--- src/rtl/regfile_write_arbiter_if.sv ---
// regfile_write_arbiter_if: request, regfile-write and hazard-query signals of regfile_write_arbiter.
// master = requesters/regfile side, slave = the arbiter.
interface regfile_write_arbiter_if #(
  parameter int DATA_WIDTH = 32,
  parameter int ADDR_WIDTH = 5
);
  logic                  Req0Valid;
  logic [ADDR_WIDTH-1:0] Req0Register;
  logic [DATA_WIDTH-1:0] Req0Data;
  logic                  Req0Ready;
  logic                  Req1Valid;
  logic [ADDR_WIDTH-1:0] Req1Register;
  logic [DATA_WIDTH-1:0] Req1Data;
  logic                  Req1Ready;
  logic [ADDR_WIDTH-1:0] WriteRegister;
  logic [DATA_WIDTH-1:0] WriteData;
  logic                  RegWrite;
  logic [ADDR_WIDTH-1:0] HazardRegister1;
  logic [ADDR_WIDTH-1:0] HazardRegister2;
  logic                  Hazard;
  logic                  Idle;
  modport master (
    output Req0Valid, Req0Register, Req0Data, Req1Valid, Req1Register, Req1Data,
           HazardRegister1, HazardRegister2,
    input  Req0Ready, Req1Ready, WriteRegister, WriteData, RegWrite, Hazard, Idle
  );
  modport slave (
    input  Req0Valid, Req0Register, Req0Data, Req1Valid, Req1Register, Req1Data,
           HazardRegister1, HazardRegister2,
    output Req0Ready, Req1Ready, WriteRegister, WriteData, RegWrite, Hazard, Idle
  );
endinterface

--- src/rtl/regfile_write_arbiter.sv ---
// regfile_write_arbiter: two 1-entry writeback buffers draining into the single regfile write port.
// ARB_ROUND_ROBIN_EN selects round-robin arbitration; otherwise Req0 has fixed priority.
module regfile_write_arbiter #(
  parameter int DATA_WIDTH = 32,
  parameter int ADDR_WIDTH = 5
) (
  input logic                    Clk,
  input logic                    Reset,
  regfile_write_arbiter_if.slave bus
);
  logic                  full0_q, full0_d, full1_q, full1_d, wen_q, wen_d;
  logic [ADDR_WIDTH-1:0] reg0_q, reg0_d, reg1_q, reg1_d, wreg_q, wreg_d;
  logic [DATA_WIDTH-1:0] dat0_q, dat0_d, dat1_q, dat1_d, wdat_q, wdat_d;
  logic                  grant0, grant1, keep0, keep1;
`ifdef ARB_ROUND_ROBIN_EN
  logic last_q, last_d;
  // last_q set means requester 1 was granted most recently
  assign grant0 = full0_q && (!full1_q || last_q);
  assign last_d = grant1 ? 1'b1 : grant0 ? 1'b0 : last_q;
  always_ff @(posedge Clk or posedge Reset)
    if (Reset) last_q <= 1'b1;
    else       last_q <= last_d;
`else
  assign grant0 = full0_q;
`endif
  assign grant1        = full1_q && !grant0;
  assign bus.Req0Ready = !full0_q || grant0;
  assign bus.Req1Ready = !full1_q || grant1;
  // writes to register 0 are acknowledged but dropped
  assign keep0 = bus.Req0Valid && bus.Req0Ready && |bus.Req0Register;
  assign keep1 = bus.Req1Valid && bus.Req1Ready && |bus.Req1Register;
  always_comb begin
    full0_d = keep0 || (full0_q && !grant0);
    full1_d = keep1 || (full1_q && !grant1);
    reg0_d  = keep0 ? bus.Req0Register : reg0_q;
    dat0_d  = keep0 ? bus.Req0Data     : dat0_q;
    reg1_d  = keep1 ? bus.Req1Register : reg1_q;
    dat1_d  = keep1 ? bus.Req1Data     : dat1_q;
    wen_d   = grant0 || grant1;
    wreg_d  = grant0 ? reg0_q : grant1 ? reg1_q : wreg_q;
    wdat_d  = grant0 ? dat0_q : grant1 ? dat1_q : wdat_q;
  end
  always_ff @(posedge Clk or posedge Reset)
    if (Reset) begin
      full0_q <= 1'b0;
      full1_q <= 1'b0;
      reg0_q  <= '0;
      dat0_q  <= '0;
      reg1_q  <= '0;
      dat1_q  <= '0;
      wen_q   <= 1'b0;
      wreg_q  <= '0;
      wdat_q  <= '0;
    end else begin
      full0_q <= full0_d;
      full1_q <= full1_d;
      reg0_q  <= reg0_d;
      dat0_q  <= dat0_d;
      reg1_q  <= reg1_d;
      dat1_q  <= dat1_d;
      wen_q   <= wen_d;
      wreg_q  <= wreg_d;
      wdat_q  <= wdat_d;
    end
  function automatic logic pending(input logic [ADDR_WIDTH-1:0] a);
    return |a && ((full0_q && a == reg0_q) || (full1_q && a == reg1_q) || (wen_q && a == wreg_q));
  endfunction
  assign bus.Hazard        = pending(bus.HazardRegister1) || pending(bus.HazardRegister2);
  assign bus.Idle          = !full0_q && !full1_q && !wen_q;
  assign bus.RegWrite      = wen_q;
  assign bus.WriteRegister = wreg_q;
  assign bus.WriteData     = wdat_q;
endmodule
--- src/flat_wrapper.sv ---
// flat-port wrapper written by rule: the top's interface ports become plain ports
module regfile_write_arbiter_flat 
#(
  parameter int DATA_WIDTH = 32,
  parameter int ADDR_WIDTH = 5
)
  (Clk, Reset, bus_Req0Valid, bus_Req0Register, bus_Req0Data, bus_Req1Valid, bus_Req1Register, bus_Req1Data, bus_HazardRegister1, bus_HazardRegister2, bus_Req0Ready, bus_Req1Ready, bus_WriteRegister, bus_WriteData, bus_RegWrite, bus_Hazard, bus_Idle);
  regfile_write_arbiter_if #(.DATA_WIDTH(DATA_WIDTH), .ADDR_WIDTH(ADDR_WIDTH)) bus_i ();
  input logic Clk;
  input logic Reset;
  input wire logic [$bits(bus_i.Req0Valid)-1:0] bus_Req0Valid;
  input wire logic [$bits(bus_i.Req0Register)-1:0] bus_Req0Register;
  input wire logic [$bits(bus_i.Req0Data)-1:0] bus_Req0Data;
  input wire logic [$bits(bus_i.Req1Valid)-1:0] bus_Req1Valid;
  input wire logic [$bits(bus_i.Req1Register)-1:0] bus_Req1Register;
  input wire logic [$bits(bus_i.Req1Data)-1:0] bus_Req1Data;
  input wire logic [$bits(bus_i.HazardRegister1)-1:0] bus_HazardRegister1;
  input wire logic [$bits(bus_i.HazardRegister2)-1:0] bus_HazardRegister2;
  output wire logic [$bits(bus_i.Req0Ready)-1:0] bus_Req0Ready;
  output wire logic [$bits(bus_i.Req1Ready)-1:0] bus_Req1Ready;
  output wire logic [$bits(bus_i.WriteRegister)-1:0] bus_WriteRegister;
  output wire logic [$bits(bus_i.WriteData)-1:0] bus_WriteData;
  output wire logic [$bits(bus_i.RegWrite)-1:0] bus_RegWrite;
  output wire logic [$bits(bus_i.Hazard)-1:0] bus_Hazard;
  output wire logic [$bits(bus_i.Idle)-1:0] bus_Idle;
  assign bus_i.Req0Valid = bus_Req0Valid;
  assign bus_i.Req0Register = bus_Req0Register;
  assign bus_i.Req0Data = bus_Req0Data;
  assign bus_i.Req1Valid = bus_Req1Valid;
  assign bus_i.Req1Register = bus_Req1Register;
  assign bus_i.Req1Data = bus_Req1Data;
  assign bus_i.HazardRegister1 = bus_HazardRegister1;
  assign bus_i.HazardRegister2 = bus_HazardRegister2;
  assign bus_Req0Ready = bus_i.Req0Ready;
  assign bus_Req1Ready = bus_i.Req1Ready;
  assign bus_WriteRegister = bus_i.WriteRegister;
  assign bus_WriteData = bus_i.WriteData;
  assign bus_RegWrite = bus_i.RegWrite;
  assign bus_Hazard = bus_i.Hazard;
  assign bus_Idle = bus_i.Idle;
  regfile_write_arbiter #(.DATA_WIDTH(DATA_WIDTH), .ADDR_WIDTH(ADDR_WIDTH)) u_core (.Clk(Clk), .Reset(Reset), .bus(bus_i));
endmodule
--- config.mk ---
export PLATFORM = sky130hd
export DESIGN_NAME = regfile_write_arbiter_flat
export DESIGN_NICKNAME = d
export VERILOG_FILES = /design/src/rtl/regfile_write_arbiter_if.sv /design/src/rtl/regfile_write_arbiter.sv /design/src/flat_wrapper.sv
export SDC_FILE = /design/constraint.sdc
export NUM_CORES = 1
export LEC_CHECK = 0
export CAP_MARGIN = 40
export CORE_AREA = 2 2 105 107
export DETAILED_ROUTE_END_ITERATION = 16
export DIE_AREA = 0 0 107 109
export GPL_TIMING_DRIVEN = 0
export PLACE_DENSITY = 0.81
export SYNTH_ARGS = -nofsm -noshare
export SYNTH_HDL_FRONTEND = slang
export SYNTH_SLANG_ARGS = --single-unit
--- constraint.sdc ---
create_clock -name Clk -period 4.2 [get_ports Clk]
set_input_delay 0.84 -clock Clk [delete_from_list [all_inputs] [get_ports Clk]]
set_output_delay 0.84 -clock Clk [all_outputs]
set_load 0.01 [all_outputs]
==> summary.md, run 1 <==
| Metric | Value |
|---|---|
| CTS Buf Count | 17 |
| H-tree lvl count | 4 |
| Layout cells sized above 1 | 19.28% |
| Post-DP HPWL | 8.410 mm |
| Root Buffer | clkbuf_8 |
| CP max stage delay | 600 ps |
| Finished Layout Cells | 695 |
| Largest family of logic cells by synthesized area | multiplexers |
| Nets@finish | 630 |
| DRC errors left | 0 |
| # clock sinks | 114 |
| Power Total | 3.575 mW |
| Core ar. | 10,600 um2 |
| Drt pass-1 iters | 4 |
| Setup Buffers After CTS | 0 |
| CTS Hold Bufs | 0 |
| XOR/XNOR Fraction of Synth Area | 5.225% |
| Dominant cells by area after synthesis | dfrtp_1, mux2_2, mux2i_1 |
| Largest net degree at the start of global routing | 64 |
| Worst IR Drop VDD | 0.0002754 V |
| Die ar. | 11,660 um2 |
| Post-Syn Area | 5029 um2 |
| CP cell instances | clkdlybuf4s50_1 -> xnor2_1 -> nand4_1 -> o32ai_1 -> a221o_1 -> clkdlybuf4s50_1 |
| Worst path required time | 3360 ps |
| Final hold slack | 477.9 ps |
| GR Util All Layers | 21.84% |
| Vias in the first global route | 3,821 |
| Data arrival, critical path | 2720 ps |
| Final cycle utilization of the critical path | 84.84% |
| Maximum capacitance violations | 0 |
| Post-placement cell count | 663 |
| R2R Path End | u_core.dat1_q[5] |
| Family with the most delay on the worst path | buffers and inverters |
| Slew Limit Headroom | 52.55% |
| Post-synthesis cell type count | 29 |
| Worst min path class | reg2reg |
| Post-layout instance area | 7164 um2 |
| Critical Path Sink Type | output port |
| Post-synthesis mux area share | 23.34% |
| Clk slew on worst S/H paths | 50 ps |
| CTS tree | built |
| CTS resizes | 0 |
| I/O pin total | 130 |
| # rows | 38 |
| Setup-failing EPs final | 0 |
| Top FF cell, synth | dfrtp_1 |
| Cell accounting for the most synthesized area | dfrtp_1 |
| Simple-Gate Fraction of Synth Area | 5.922% |
| Worst setup path endpoint | bus_Hazard |
| Most numerous cell in the Yosys netlist | dfrtp_1 |
| R2R Path Start | u_core.full1_q |
| Routed via count | 3,626 |
| Critical path depth | 6 |
| Vias per cell | 5.217 |
| Number of port buffers | 128 |
| Synthesis Warnings | 0 |
| Final WL | 11.94 mm |
| CTS Buffer Depth | 2 |
| EDFF count, synth | 0 |
| Fillers | 783 |
| Post-synth ARST share | 100.0% |
| Pleak | 3.125 nW |
| Synth Net Count | 482 |
| Adder-Cell Fraction of Synth Area | 0% |
| Top-area cell type share of the netlist area | 56.73% |
| Placed Area | 6515 um2 |
| Post-synthesis register bit count | 114 |
| CP bufs+invs | 2 |
| Critical Path Start | bus_HazardRegister1[0] |
| Initial antenna violation count | 0 |
| Synth top cells by count | dfrtp_1, nand2_1, mux2_2 |
| Post-Synthesis Cells | 394 |
| First-pass GRT wire length | 19.15 mm |
| Post-route minimum period | 3563 ps |
| Reg2reg setup slack | 2570 ps |
| Number of diodes | 0 |
| Initial Utilization | 47.43% |
| Final ANT Viol Nets | 0 |
| Run status | finished, final reports clean |
| Routed length per instance | 17.18 um |
| Seq/Total Area, Yosys | 56.73% |
| Die Wd | 107 um |
| GR Overflow Total | 0 |
| Crit Path Class | in2out |
| Most numerous cell on the critical path | clkdlybuf4s50_1 |
| Setup repair after global routing missed its margin | false |
| Crit Path Max Fanout | 4 |
| Final slew viol count | 0 |
| Pwr dens | 499.0 nW/um2 |
| Initial drt markers | 162 |
| Synth Area in Compound Gates | 5.325% |
| Measured slew at the worst slew-check pin | 711.7 ps |
| Highest clock rate | 280.6 MHz |
| Final Wtd Congestion | 0.9733 |
| Worst Clk Skew | 4.945 ps |
| Startpoint Class | input pin |
| Clock Latency Late Sink | 510 ps |
| Die height | 109 um |
| CP max stage cell | clkdlybuf4s50_1 |
| FF-to-FF path depth | 6 |
| Mapped Avg Cell Area | 12.76 um2 |
| Area grow syn2layout | 42.47% |
| Hold Vio Cnt, Final | 0 |
-- state kept, by name, indices dropped and copies added (netlist names) --
signal / flops
u_core.reg1_q: 5
u_core.full1_q: 1
u_core.bus.RegWrite: 1
u_core.dat0_q: 32
u_core.dat1_q: 32
u_core.bus.WriteData: 32
u_core.bus.WriteRegister: 5
u_core.full0_q: 1
u_core.reg0_q: 5
-- layout make-up --
cell class	count	area, um2	area share, %
multi-input combinational	254	2006	28.00
buffer	22	155.1	2.166
sequential	114	2853	39.82
timing repair buffer	129	1309	18.27
tap	140	175.2	2.445
clock buffer	21	469.2	6.549
clock inverter	11	180.2	2.515
inverter	4	17.52	0.2445
-- logic make-up (layout without fill, tap and decap cells) --
family | count (synthesis) | count (layout)
AO/OA/AOI/OAI | 46 | 46
XOR/XNOR | 30 | 30
buffers and inverters | 26 | 187
flip-flops | 114 | 114
multiplexers | 105 | 105
other | 1 | 1
AND/OR/NAND/NOR | 72 | 72
-- worst min-delay path by stage --
stage	start	end	depth (start not counted)
finish	u_core.dat0_q[15]	u_core.bus.WriteData[15]	2
CTS	u_core.dat0_q[7]	u_core.bus.WriteData[7]	2
floorplan	u_core.dat0_q[0]	u_core.bus.WriteData[0]	2
global placement	u_core.dat0_q[6]	u_core.bus.WriteData[6]	2
detailed placement	u_core.dat0_q[7]	u_core.bus.WriteData[7]	2
global route	u_core.dat0_q[7]	u_core.bus.WriteData[7]	2
-- placed cells by master, fill, tap and decap left out, types with 3 or more instances in the layout --
cell and n:
nand2_1 58, nand4_1 6, mux2_1 10, nor2_1 3, buf_4 3, clkbuf_8 5, inv_1 3, buf_2 3
bufinv_16 5, buf_6 4, xor2_1 4, mux2_4 10, dfrtp_1 114, clkbuf_16 16, mux2_2 48, clkdlybuf4s50_1 128
mux2i_1 37, o21ai_0 37, xnor2_1 26, clkinv_2 6, clkbuf_1 10
-- power by group --
part,internal (mW),switching (mW),total [mW]
sequential,1.26,0.110,1.37
combinational,0.385,0.259,0.644
clock,1.08,0.483,1.56
-- routing by layer --
layer	GRT usage (%)	up-vias	wire, um
met2	37.81	122	6058
met4	8.627	0	214
met5	0	-	0
met3	5.320	21	667
li1	-	1663	-
met1	26.44	1820	4999
-- stage by stage --
step	util, %	worst slack, ps	setup TNS (ps)
after floorplan	-	344.3	0
after global placement	61.16	-1146	-129940
after detailed placement	61.45	643.7	0
after CTS	67.57	635.9	0
after global routing	67.57	514.1	0
final	67.57	636.6	0
-- tightest hold or removal path: stages (launching register included) --
cell and delay (ps):
dfrtp_1 340, nand2_1 50, o21ai_0 60
Power figures use the tool's default switching activity.
==> run 2, diff against run 1 <==
--- a/config.mk
+++ b/config.mk
@@ -6,11 +6,11 @@
 export NUM_CORES = 1
 export LEC_CHECK = 0
 export CAP_MARGIN = 40
-export CORE_AREA = 2 2 105 107
+export CORE_AREA = 2 2 110 112
 export DETAILED_ROUTE_END_ITERATION = 16
-export DIE_AREA = 0 0 107 109
+export DIE_AREA = 0 0 112 114
 export GPL_TIMING_DRIVEN = 0
-export PLACE_DENSITY = 0.81
+export PLACE_DENSITY = 0.77
 export SYNTH_ARGS = -nofsm -noshare
 export SYNTH_HDL_FRONTEND = slang
 export SYNTH_SLANG_ARGS = --single-unit
==> constraint.sdc (replaced) <==
create_clock -name Clk -period 2.88 [get_ports Clk]
set_input_delay 0.576 -clock Clk [delete_from_list [all_inputs] [get_ports Clk]]
set_output_delay 0.576 -clock Clk [all_outputs]
set_load 0.01 [all_outputs]
==> run 2 against run 1 <==
Against the previous run: setup slack got worse by 560 ps; total power grew 38%; largest cell class unchanged; first-iteration DRC count shrank 15%; highest routed layer unchanged; cell area down 0.33%; count of clock-buffer cells in the layout increased by 6; sequential share of layout area is 0.15 points higher; global-route usage down 2.3 points; sequential cell count stayed put; via count shrank 0.74%; cell count grew 1.2%; clock skew is essentially flat.
==> summary.md, run 2 (same netlist as run 1, synthesis figures left out) <==
| Metric | Value |
|---|---|
| Run status | finished, final reports clean |
| Vias per cell | 5.119 |
| Die ar. | 12,770 um2 |
| Crit Path Max Fanout | 4 |
| Pwr dens | 691.0 nW/um2 |
| Setup repair after global routing missed its margin | false |
| I/O pin total | 130 |
| Die height | 114 um |
| CTS Buffer Depth | 2 |
| # rows | 40 |
| Sequential Power Share | 40.4% |
| R2R Path End | u_core.dat1_q[4] |
| Die Wd | 112 um |
| Most frequent cells in the layout | clkdlybuf4s50_1, dfrtp_1, nand2_1 |
| Final slew viol count | 0 |
| Final Wtd Congestion | 0.9105 |
| Routed length per instance | 16.75 um |
| Post-route minimum period | 2800 ps |
| Worst path required time | 2300 ps |
| Drt pass-1 iters | 4 |
| Routed via count | 3,599 |
| Setup-failing EPs final | 0 |
| Post-placement cell count | 672 |
| Crit Path Class | in2out |
| R2R Path Start | u_core.full1_q |
| Root Buffer | clkbuf_16 |
| Power Total | 4.934 mW |
| CTS Hold Bufs | 0 |
| CTS Buf Count | 17 |
| Worst IR Drop VDD | 0.0003371 V |
| Final WL | 11.78 mm |
| Clock network fraction of design power | 40.6% |
| Fillers | 925 |
| Critical Path Sink Type | output port |
| Layout cells sized above 1 | 19.96% |
| Initial drt markers | 137 |
| CTS tree | built |
| Net Switching | 1.197 mW |
| Core ar. | 11,710 um2 |
| Worst Clk Skew | 5.270 ps |
| Hold endpoint | u_core.bus.WriteData[29] |
| Most common cell after layout, fill and taps aside | clkdlybuf4s50_1 |
| DRC errors left | 0 |
| Area of the multi-input gates | 2021 um2 |
| Final cycle utilization of the critical path | 97.24% |
| Number of diodes | 0 |
| Finished Layout Cells | 703 |
| Worst Hold Depth | 2 |
| Register area | 2854 um2 |
| GR Overflow Total | 0 |
| Startpoint Class | input pin |
| GR Util All Layers | 19.52% |
| Hold path start | u_core.dat0_q[29] |
| Clock Latency Late Sink | 400 ps |
| Worst min path class | reg2reg |
| Reg2reg setup slack | 1280 ps |
| Nets@finish | 632 |
| FF-to-FF path depth | 6 |
| Hold Vio Cnt, Final | 0 |
| Critical Path Start | bus_HazardRegister2[0] |
| Highest clock rate | 357.1 MHz |
| Data arrival, critical path | 2220 ps |
| Combinational Power Share | 19.1% |
| Initial Utilization | 42.94% |
| # clock sinks | 114 |
| Vias in the first global route | 3,884 |
| TNS Setup | 0 ps |
| H-tree lvl count | 4 |
| Int Power | 3.737 mW |
| Maximum capacitance violations | 0 |
| First-pass GRT wire length | 19.46 mm |
| Area grow syn2layout | 42.00% |
| Largest net degree at the start of global routing | 37 |
| Pleak | 3.122 nW |
| Final ANT Viol Nets | 0 |
| Clk slew on worst S/H paths | 50 ps |
| Final hold slack | 477.0 ps |
| Number of port buffers | 128 |
| Post-DP HPWL | 8.583 mm |
| Initial antenna violation count | 0 |
| Switching share of power | 24.26% |
## run 2: cell count changes in the layout (fill, tap and decap cells not counted), sizes merged
cell | before | now
clkdlybuf4s50 | 128 | 118
dlygate4sd2 | 0 | 9
clkbuf | 31 | 37
bufinv | 5 | 1
buf | 13 | 16
clkinv | 6 | 3
clkinvlp | 0 | 1
inv | 4 | 3
## run 2: final cells by class
cell class	count	share of cell area (%)
Timing Repair Buffer	131	18.56
Buffer	22	2.243
Clock inverter	4	0.6308
Clock buffer	27	7.465
Multi-Input combinational cell	254	28.30
Sequential cell	114	39.97
Tap cell	147	2.576
Inverter	4	0.2628
## run 2: routing by layer
metal	share of wire [%]	GRT usage [%]	up-vias
met2	50	32.85	108
met1	44	24.78	1813
met4	1.1	7.236	0
met3	4.7	4.623	13
met5	0	0	-
li1	-	-	1665
## run 2: how the worst max path moves through the flow
stage | end | slack, ps | cells past startpoint
after floorplan | u_core.dat1_q[0] | 870 | 5
after global placement | bus_Hazard | -150 | 6
after detailed placement | bus_Hazard | -230 | 6
after CTS | bus_Hazard | 30 | 6
after global routing | bus_Hazard | 20 | 6
final | bus_Hazard | 80 | 6
## run 2: stage by stage
stage | utilization (%) | setup slack [ps] | cell area (um2)
after detailed placement | 55.99 | -231.3 | 6558
after global routing | 60.97 | 16.20 | 7141
final | 60.97 | 79.57 | 7141
after floorplan | - | 867.8 | 5032
after CTS | 60.87 | 32.40 | 7128
after global placement | 55.48 | -150.0 | 6497
## run 2: repair_timing
action / in CTS / in global routing
setup endpoints to repair: 1 / 1
gates resized for setup: 13 / 6
pin swaps: 0 / 1
buffers inserted: 0 / 0
## run 2: critical path, cell delays in order
cell             delay [ps]
dlygate4sd2_1           330
xnor2_1                 160
nand4_1                 130
o32ai_2                 290
a221o_1                 200
clkdlybuf4s50_1         530
## run 2: power groups by stage
stage               clock, mW  sequential, mW  combinational (mW)
detailed placement          0            2.01               0.951
global placement            0            2.00               0.917
finish                   2.00            1.99               0.941
floorplan                   0            2.02               0.474
global route             2.11            2.02                1.02
CTS                      2.04            1.99               0.952
